===== src/rtl/shifter_pkg.sv =====
// Shared op encodings and helpers for the pipelined barrel shifter.
// The control struct is what travels down the pipe beside the data.
package shifter_pkg;

    localparam int OP_W = 3;

    localparam logic [OP_W-1:0] OP_SLL = 3'b000;
    localparam logic [OP_W-1:0] OP_SRL = 3'b001;
    localparam logic [OP_W-1:0] OP_SRA = 3'b010;
    localparam logic [OP_W-1:0] OP_ROL = 3'b011;
    localparam logic [OP_W-1:0] OP_ROR = 3'b100;

    typedef struct packed {
        logic [OP_W-1:0] op;
        logic            err;
    } ctrl_t;

    function automatic logic is_legal_op(input logic [OP_W-1:0] op);
        return op <= OP_ROR;
    endfunction

endpackage


===== src/rtl/shift_level.sv =====
// One power-of-two level of the shifter: shifts or rotates by DIST when en_i is set.
// Purely combinational; the enclosing pipeline owns the registers.
module shift_level
    import shifter_pkg::*;
#(
    parameter int WIDTH = 32,
    parameter int DIST  = 1
) (
    input  logic [WIDTH-1:0] data_i,
    input  logic [OP_W-1:0]  op_i,
    input  logic             en_i,
    output logic [WIDTH-1:0] data_o
);

    always_comb begin
        data_o = data_i;
        if (en_i) begin
            case (op_i)
                OP_SLL:  data_o = {data_i[WIDTH-DIST-1:0], {DIST{1'b0}}};
                OP_SRL:  data_o = {{DIST{1'b0}}, data_i[WIDTH-1:DIST]};
                // MSB never changes under SRA, so replicating it here keeps the original sign.
                OP_SRA:  data_o = {{DIST{data_i[WIDTH-1]}}, data_i[WIDTH-1:DIST]};
                OP_ROL:  data_o = {data_i[WIDTH-DIST-1:0], data_i[WIDTH-1:WIDTH-DIST]};
                OP_ROR:  data_o = {data_i[DIST-1:0], data_i[WIDTH-1:DIST]};
                default: data_o = data_i;
            endcase
        end
    end

endmodule


===== src/rtl/pipelined_barrel_shifter.sv =====
// Fully pipelined shifter/rotator: one register per power-of-two level, one op per cycle.
// A single global advance enable stalls every stage together under output backpressure.
module pipelined_barrel_shifter
    import shifter_pkg::*;
#(
    parameter int WIDTH = 32,
    parameter int LOG2W = $clog2(WIDTH)
) (
    input  logic             clk,
    input  logic             rst_n,
    input  logic             in_valid,
    output logic             in_ready,
    input  logic [WIDTH-1:0] in_data,
    input  logic [LOG2W-1:0] in_amt,
    input  logic [OP_W-1:0]  in_op,
    output logic             out_valid,
    input  logic             out_ready,
    output logic [WIDTH-1:0] out_data,
    output logic             out_err
);

    logic                         adv;
    logic                         in_legal;
    logic [LOG2W-1:0]             vld_pipe_q, vld_pipe_d;
    logic [LOG2W-1:0][WIDTH-1:0]  data_q, data_d;
    logic [LOG2W-1:0][LOG2W-1:0]  amt_q, amt_d;
    ctrl_t [LOG2W-1:0]            ctrl_q, ctrl_d;

    logic [LOG2W-1:0][WIDTH-1:0]  lvl_in, lvl_out;
    logic [LOG2W-1:0][LOG2W-1:0]  lvl_amt;
    ctrl_t [LOG2W-1:0]            lvl_ctrl;

    assign adv      = !vld_pipe_q[LOG2W-1] || out_ready;
    assign in_ready = adv;
    assign in_legal = is_legal_op(in_op);

    genvar k;
    generate
        for (k = 0; k < LOG2W; k++) begin : g_lvl
            if (k == 0) begin : g_head
                // Illegal ops are zeroed on entry so every later level just passes them through.
                assign lvl_in[k]       = in_legal ? in_data : '0;
                assign lvl_amt[k]      = in_amt;
                assign lvl_ctrl[k].op  = in_op;
                assign lvl_ctrl[k].err = !in_legal;
            end else begin : g_body
                assign lvl_in[k]   = data_q[k-1];
                assign lvl_amt[k]  = amt_q[k-1];
                assign lvl_ctrl[k] = ctrl_q[k-1];
            end

            shift_level #(
                .WIDTH (WIDTH),
                .DIST  (1 << k)
            ) u_lvl (
                .data_i (lvl_in[k]),
                .op_i   (lvl_ctrl[k].op),
                .en_i   (lvl_amt[k][k]),
                .data_o (lvl_out[k])
            );
        end
    endgenerate

    always_comb begin
        vld_pipe_d = vld_pipe_q;
        data_d     = data_q;
        amt_d      = amt_q;
        ctrl_d     = ctrl_q;
        if (adv) begin
            vld_pipe_d[0] = in_valid;
            for (int i = 1; i < LOG2W; i++) vld_pipe_d[i] = vld_pipe_q[i-1];
            data_d = lvl_out;
            amt_d  = lvl_amt;
            ctrl_d = lvl_ctrl;
        end
    end

    always_ff @(posedge clk or negedge rst_n) begin
        if (!rst_n) begin
            vld_pipe_q <= '0;
            data_q     <= '0;
            amt_q      <= '0;
            ctrl_q     <= '0;
        end else begin
            vld_pipe_q <= vld_pipe_d;
            data_q     <= data_d;
            amt_q      <= amt_d;
            ctrl_q     <= ctrl_d;
        end
    end

    assign out_valid = vld_pipe_q[LOG2W-1];
    assign out_data  = data_q[LOG2W-1];
    assign out_err   = ctrl_q[LOG2W-1].err;

    // Consumed amt bits and the last stage's op are dead past their level; fold them into a sink.
    logic unused_ctrl;
    assign unused_ctrl = ^{amt_q, ctrl_q[LOG2W-1].op};

endmodule


===== config.mk =====
export PLATFORM = sky130hd
export DESIGN_NAME = pipelined_barrel_shifter
export DESIGN_NICKNAME = d
export VERILOG_FILES = /design/src/rtl/shifter_pkg.sv /design/src/rtl/shift_level.sv /design/src/rtl/pipelined_barrel_shifter.sv
export SDC_FILE = /design/constraint.sdc
export NUM_CORES = 1
export LEC_CHECK = 0
export ABC_AREA = 1
export BUFFER_PORTS_ARGS = -buffer_cell sky130_fd_sc_hd__buf_2
export CAP_MARGIN = 20
export CORE_ASPECT_RATIO = 1.2
export CORE_MARGIN = 8
export CORE_UTILIZATION = 40
export CTS_BUF_LIST = sky130_fd_sc_hd__clkbuf_2 sky130_fd_sc_hd__clkbuf_4 sky130_fd_sc_hd__clkbuf_8
export DETAILED_ROUTE_END_ITERATION = 12
export GPL_TIMING_DRIVEN = 0
export SYNTH_ARGS = -nofsm -noshare
export SYNTH_HDL_FRONTEND = slang
export SYNTH_SLANG_ARGS = --single-unit
export TNS_END_PERCENT = 1

===== constraint.sdc =====
create_clock -name clk -period 1.6 [get_ports clk]
set_input_delay 0.16 -clock clk [delete_from_list [all_inputs] [get_ports clk]]
set_output_delay 0.16 -clock clk [all_outputs]
set_load 0.03 [all_outputs]

Word level (Yosys, flattened, before mapping)
Index checks and enable logic that the tools add are counted.
Storage, ports and cells
  output and inout bits: 35
  register bits: 202
  logic and storage cells: 60
Operators by class
  magnitude comparators: 1
  equality and inequality tests: 20
  mux-type cells: 11
  reduce and logical (&&, ||, !) cells: 9
Operators with widths (number)
  32-bit one-hot mux with 5 select lines: 4
  32-bit 2-to-1 mux: 6
  32-bit one-hot mux with 4 select lines: 1
  3-bit by 2-bit == test with 1-bit output, second input constant: 10
  3-bit by 1-bit == test with 1-bit output, second input constant: 5
  3-bit == test, second input constant: 5
  3-bit zero test: 5
  3-bit <= comparator, second input constant: 1
  1-bit zero test: 2
  2-bit OR reduction: 1
  1-bit logical OR: 1

Depth between registers and ports, before layout
  word-level depth: 4
  gate-level depth with buffers: 9

Cells and area by module
Synthesis repeated with hierarchy kept, for this count alone.
Unflattened totals
  cell total of the unflattened synthesis: 1921
  area, all modules: 12275.5 um2
Modules (own cells, without submodules)
  pipelined_barrel_shifter: area an instance 7812.5 um2, cells an instance 913, seq. area each 4804.6 um2, times used 1
  shift_level (g_lvl[3].u_lvl): area an instance 1042.2 um2, cells an instance 240, seq. area each 0.0 um2, times used 1
  shift_level (g_lvl[1].u_lvl): area an instance 1012.2 um2, cells an instance 247, seq. area each 0.0 um2, times used 1
  shift_level (g_lvl[2].u_lvl): area an instance 992.2 um2, cells an instance 244, seq. area each 0.0 um2, times used 1
  shift_level (g_lvl[0].u_lvl): area an instance 768.2 um2, cells an instance 158, seq. area each 0.0 um2, times used 1
  shift_level (g_lvl[4].u_lvl): area an instance 648.1 um2, cells an instance 119, seq. area each 0.0 um2, times used 1

Least setup slack after synthesis
OpenSTA, ideal clock, no wires.
  path type: reg2reg
  start: register vld_pipe_q[4]
  end: register amt_q[13] (netlist bit)
  stages on the path, launching flop included: 8
  clock period less this slack: 1626 ps
  library setup time: 66 ps
  path buffers: 2
  arrival time: 1560 ps
  slack: -26 ps
  path through: dfrtp_1 inv_1 nor2_4 inv_2 buf_2 clkbuf_1 nand2_1 nand2_1
Between the ends
  word-level cells in the longest chain between the ends: 2
RTL lines
  start, declared: line pipelined_barrel_shifter.sv:24  | logic [LOG2W-1:0] vld_pipe_q, vld_pipe_d;
  start signal, assigned: line pipelined_barrel_shifter.sv:85  | vld_pipe_q <= vld_pipe_d;
  1-bit zero test: line pipelined_barrel_shifter.sv:33  | assign adv = !vld_pipe_q[LOG2W-1] || out_ready;
  1-bit logical OR: line pipelined_barrel_shifter.sv:33
  via in_ready: line pipelined_barrel_shifter.sv:12  | output logic in_ready,
  end signal, assigned: line pipelined_barrel_shifter.sv:87  | amt_q <= amt_d;
  end, declared: line pipelined_barrel_shifter.sv:26  | logic [LOG2W-1:0][LOG2W-1:0] amt_q, amt_d;
The timed path passes the listed nets, and every way through them passes these cells.
A chain may end at the register's enable or synchronous reset.

Final worst setup path
  start: register vld_pipe_q[4]
  end: output in_ready
Between the ends
  word-level cells in the longest chain between the ends: 2
RTL lines (line)
  1-bit zero test: pipelined_barrel_shifter.sv:33
  1-bit logical OR: pipelined_barrel_shifter.sv:33
  end, declared: pipelined_barrel_shifter.sv:12
No other way between the ends.

==> metrics.md <==
| Metric | Value |
|---|---|
| Status | finished with violations |
| Failing checks | negative setup slack |
| Distinct cells, synth | 28 |
| First-pass GRT wire length | 55900 um |
| Placed Cells | 2149 |
| Worst IR Drop VDD | 649 uV |
| Syn_nets | 1738 |
| Routed Antenna Nets | 0 |
| Area leader, netlist | dfrtp_1 |
| Final setup violation count | 3 |
| First-pass DRT Iterations | 5 |
| CTS tree | built |
| Global route hottest layer | met2 |
| Drt initial violations | 778 |
| RSZ-0062 raised after global routing | yes |
| Share of layout cells above drive strength 1 | 15.6% |
| Synth-to-layout area growth | 15.5% |
| Worst hold path type | in2reg |
| Syn Area/Cell | 6.69 um^2 |
| Sequential fraction of the synthesis area | 42.4% |
| Clk pin slew, worst setup/hold paths | 0.10 ns |
| Critical Path Start Type | register |
| Initial core utilization | 40.6% |
| Worst slack, placed | -0.326 ns |
| CP max-delay cell | dfrtp_1 |
| Leakage | 6.77 nW |
| Worst setup EP type | output pin |
| Antenna violations before repair | 0 |
| Synth area leaders | dfrtp_1, nand2_1, a21oi_1 |
| Total die area | 34000 um^2 |
| # diodes | 0 |
| Pins Over Slew Limit | 0 |
| Power Density | 2050 nW/um^2 |
| Routability cong. | 0.959 |
| Total power | 26.8 mW |
| Worst path cell trace | inv_2 > nor2_4 > inv_4 > buf_8 > clkbuf_16 > buf_8 |
| Final Hold Viols | 0 |
| CORE AREA | 27900 um^2 |
| Ports | 79 |
| Die Y | 200 um |
| CTS buffer count | 17 |
| Non-filler cells, final | 2205 |
| Met3 global-route usage | 2.46% |
| Grt met1 use | 23.9% |
| Layout Nets | 1857 |
| Hold slack | 0.0316 ns |
| Fmax achieved | 0.585 GHz |
| Crit Path Max Fanout | 2 |
| Setup Skew | 0.0191 ns |
| Fin crit period | 1.71 ns |
| Gr ovfl total | 0 |
| FP Rows | 67 |
| R2R Setup Slk | -0.02 ns |
| Largest net degree at the start of global routing | 114 |
| DR vias | 10699 |
| Worst Tran Pin Value | 0.598 ns |
| Fin crit share | 107% |
| DIE WIDTH | 170 um |
| Avg WL per Cell | 15.7 um |
| Post-Synthesis Cells | 1694 |
| Sinks on Clock Net | 192 |
| CP most frequent cell | buf_8 |
| Synth Register Bits | 192 |
| Port Buf Inserts | 75 |
| CP Class | reg2out |
| Post-synthesis cell area | 11300 um^2 |
| Ys Warns | 0 |
| Grt met2 use | 36.7% |
| Max Cap Viol | 0 |
| Worst EP arrival | 1.55 ns |
| Drc violations | 0 |
| Routed WL | 34600 um |
| Slew headroom | 60.1% |
| CP max stage delay | 0.37 ns |
| Yosys top cell area share | 42.4% |
| H-tree levels | 4 |
| Post-DP HPWL | 26100 um |
| Worst path required time | 1.44 ns |
| Clock Latency Late Sink | 0.48 ns |
| Routed vias/inst | 4.85 |
| Final WS setup | -0.108 ns |
| Tot GR Track Use | 20.5% |
| Clock tree buffer depth | 2 |
| Vias in the first global route | 10565 |
| Clock root buffer master | clkbuf_8 |
| Final core utilization | 46.9% |
synth_stat cells, drive strengths merged:
library cell,number
o21ai,150
nor3,2
nand2,617
inv,163
or2,1
nor3b,1
dfrtp,192
nand3,34
a21oi,230
nand4,5
clkbuf,41
nor2,165
buf,93
cell families after synthesis:
| kind of cell | after synthesis | synth area share [%] |
|---|---|---|
| DFF | 192 | 42.4 |
| AOI/OAI and AO/OA | 380 | 17.1 |
| and+or+nand+nor | 825 | 28.4 |
| buffers and inverters | 297 | 12.1 |
layer usage:
| layer | share of wire (%) | up-vias |
|---|---|---|
| li1 | - | 5507 |
| met1 | 42 | 4886 |
| met2 | 51 | 242 |
| met3 | 3.1 | 64 |
| met4 | 3.9 | 0 |
| met5 | 0 | - |
stage by stage:
stage / setup TNS, ns / cell area (um^2)
after floorplan: 0 / 11300
after global placement: -553.72 / 12200
after detailed placement: -25.46 / 12200
after CTS: -0.547 / 13000
after global routing: -2.30 / 13100
final: -0.134 / 13100
report_power, final:
part | leakage [nW] | switching [mW] | internal (mW)
sequential | 2.34 | 1.95 | 7.17
combinational | 4.25 | 9.53 | 5.18
clock | 0.182 | 1.88 | 1.12
total | 6.77 | 13.4 | 13.5
state kept, by name (all words and copies together) (netlist names):
| register | cells |
|---|---|
| vld_pipe_q | 5 |
| ctrl_q | 16 |
| data_q | 128 |
| out_data | 32 |
| amt_q | 10 |
| out_err | 1 |
repair_timing:
action | CTS | global route
setup endpoints to repair | 169 | 158
pin swaps | 3 | 2
resized for setup | 73 | 52
hold buffers | 14 | 0
endpoints found under the hold margin | 92 | 0
setup buffers | 8 | 2
area by class of cell:
class | count | area, um^2
tap | 379 | 474
buffer | 134 | 930
clock inverter | 15 | 123
timing repair buffer | 100 | 651
inverter | 163 | 614
fill | 2950 | 14800
multi-input combinational | 1205 | 5250
clock buffer | 17 | 234
sequential | 192 | 4810
critical path, delay by kind of cell, from the launching register on:
| kind | cells | cell delay, ns |
|---|---|---|
| and+or+nand+nor | 1 | 0.18 |
| buffers and inverters | 5 | 0.51 |
| DFF | 1 | 0.37 |
path summary, 6_finish.rpt:
check                         startpoint           end  cells after the start
max                        vld_pipe_q[4]      in_ready                      6
min                          in_data[23]    data_q[23]                      5
max reg2reg                   ctrl_q[11]   data_q[113]                      8
min reg2reg                    ctrl_q[8]    ctrl_q[12]                      2
max in group asynchronous          rst_n    data_q[73]                      3
min in group asynchronous          rst_n  out_data[21]                      2
cells in the final DEF (no fill, tap or decap), drive strengths merged:
| cell | synthesis | routed |
|---|---|---|
| a21oi | 230 | 230 |
| buf | 93 | 183 |
| clkbuf | 41 | 54 |
| clkinv | 0 | 5 |
| clkinvlp | 0 | 2 |
| dfrtp | 192 | 192 |
| dlygate4sd3 | 0 | 14 |
| inv | 163 | 171 |
| nand2 | 617 | 617 |
| nand3 | 34 | 34 |
| nand4 | 5 | 5 |
| nor2 | 165 | 165 |
| nor3 | 2 | 2 |
| nor3b | 1 | 1 |
| o21ai | 150 | 150 |
| or2 | 1 | 1 |
No activity file was read; power rests on OpenSTA's default activity.
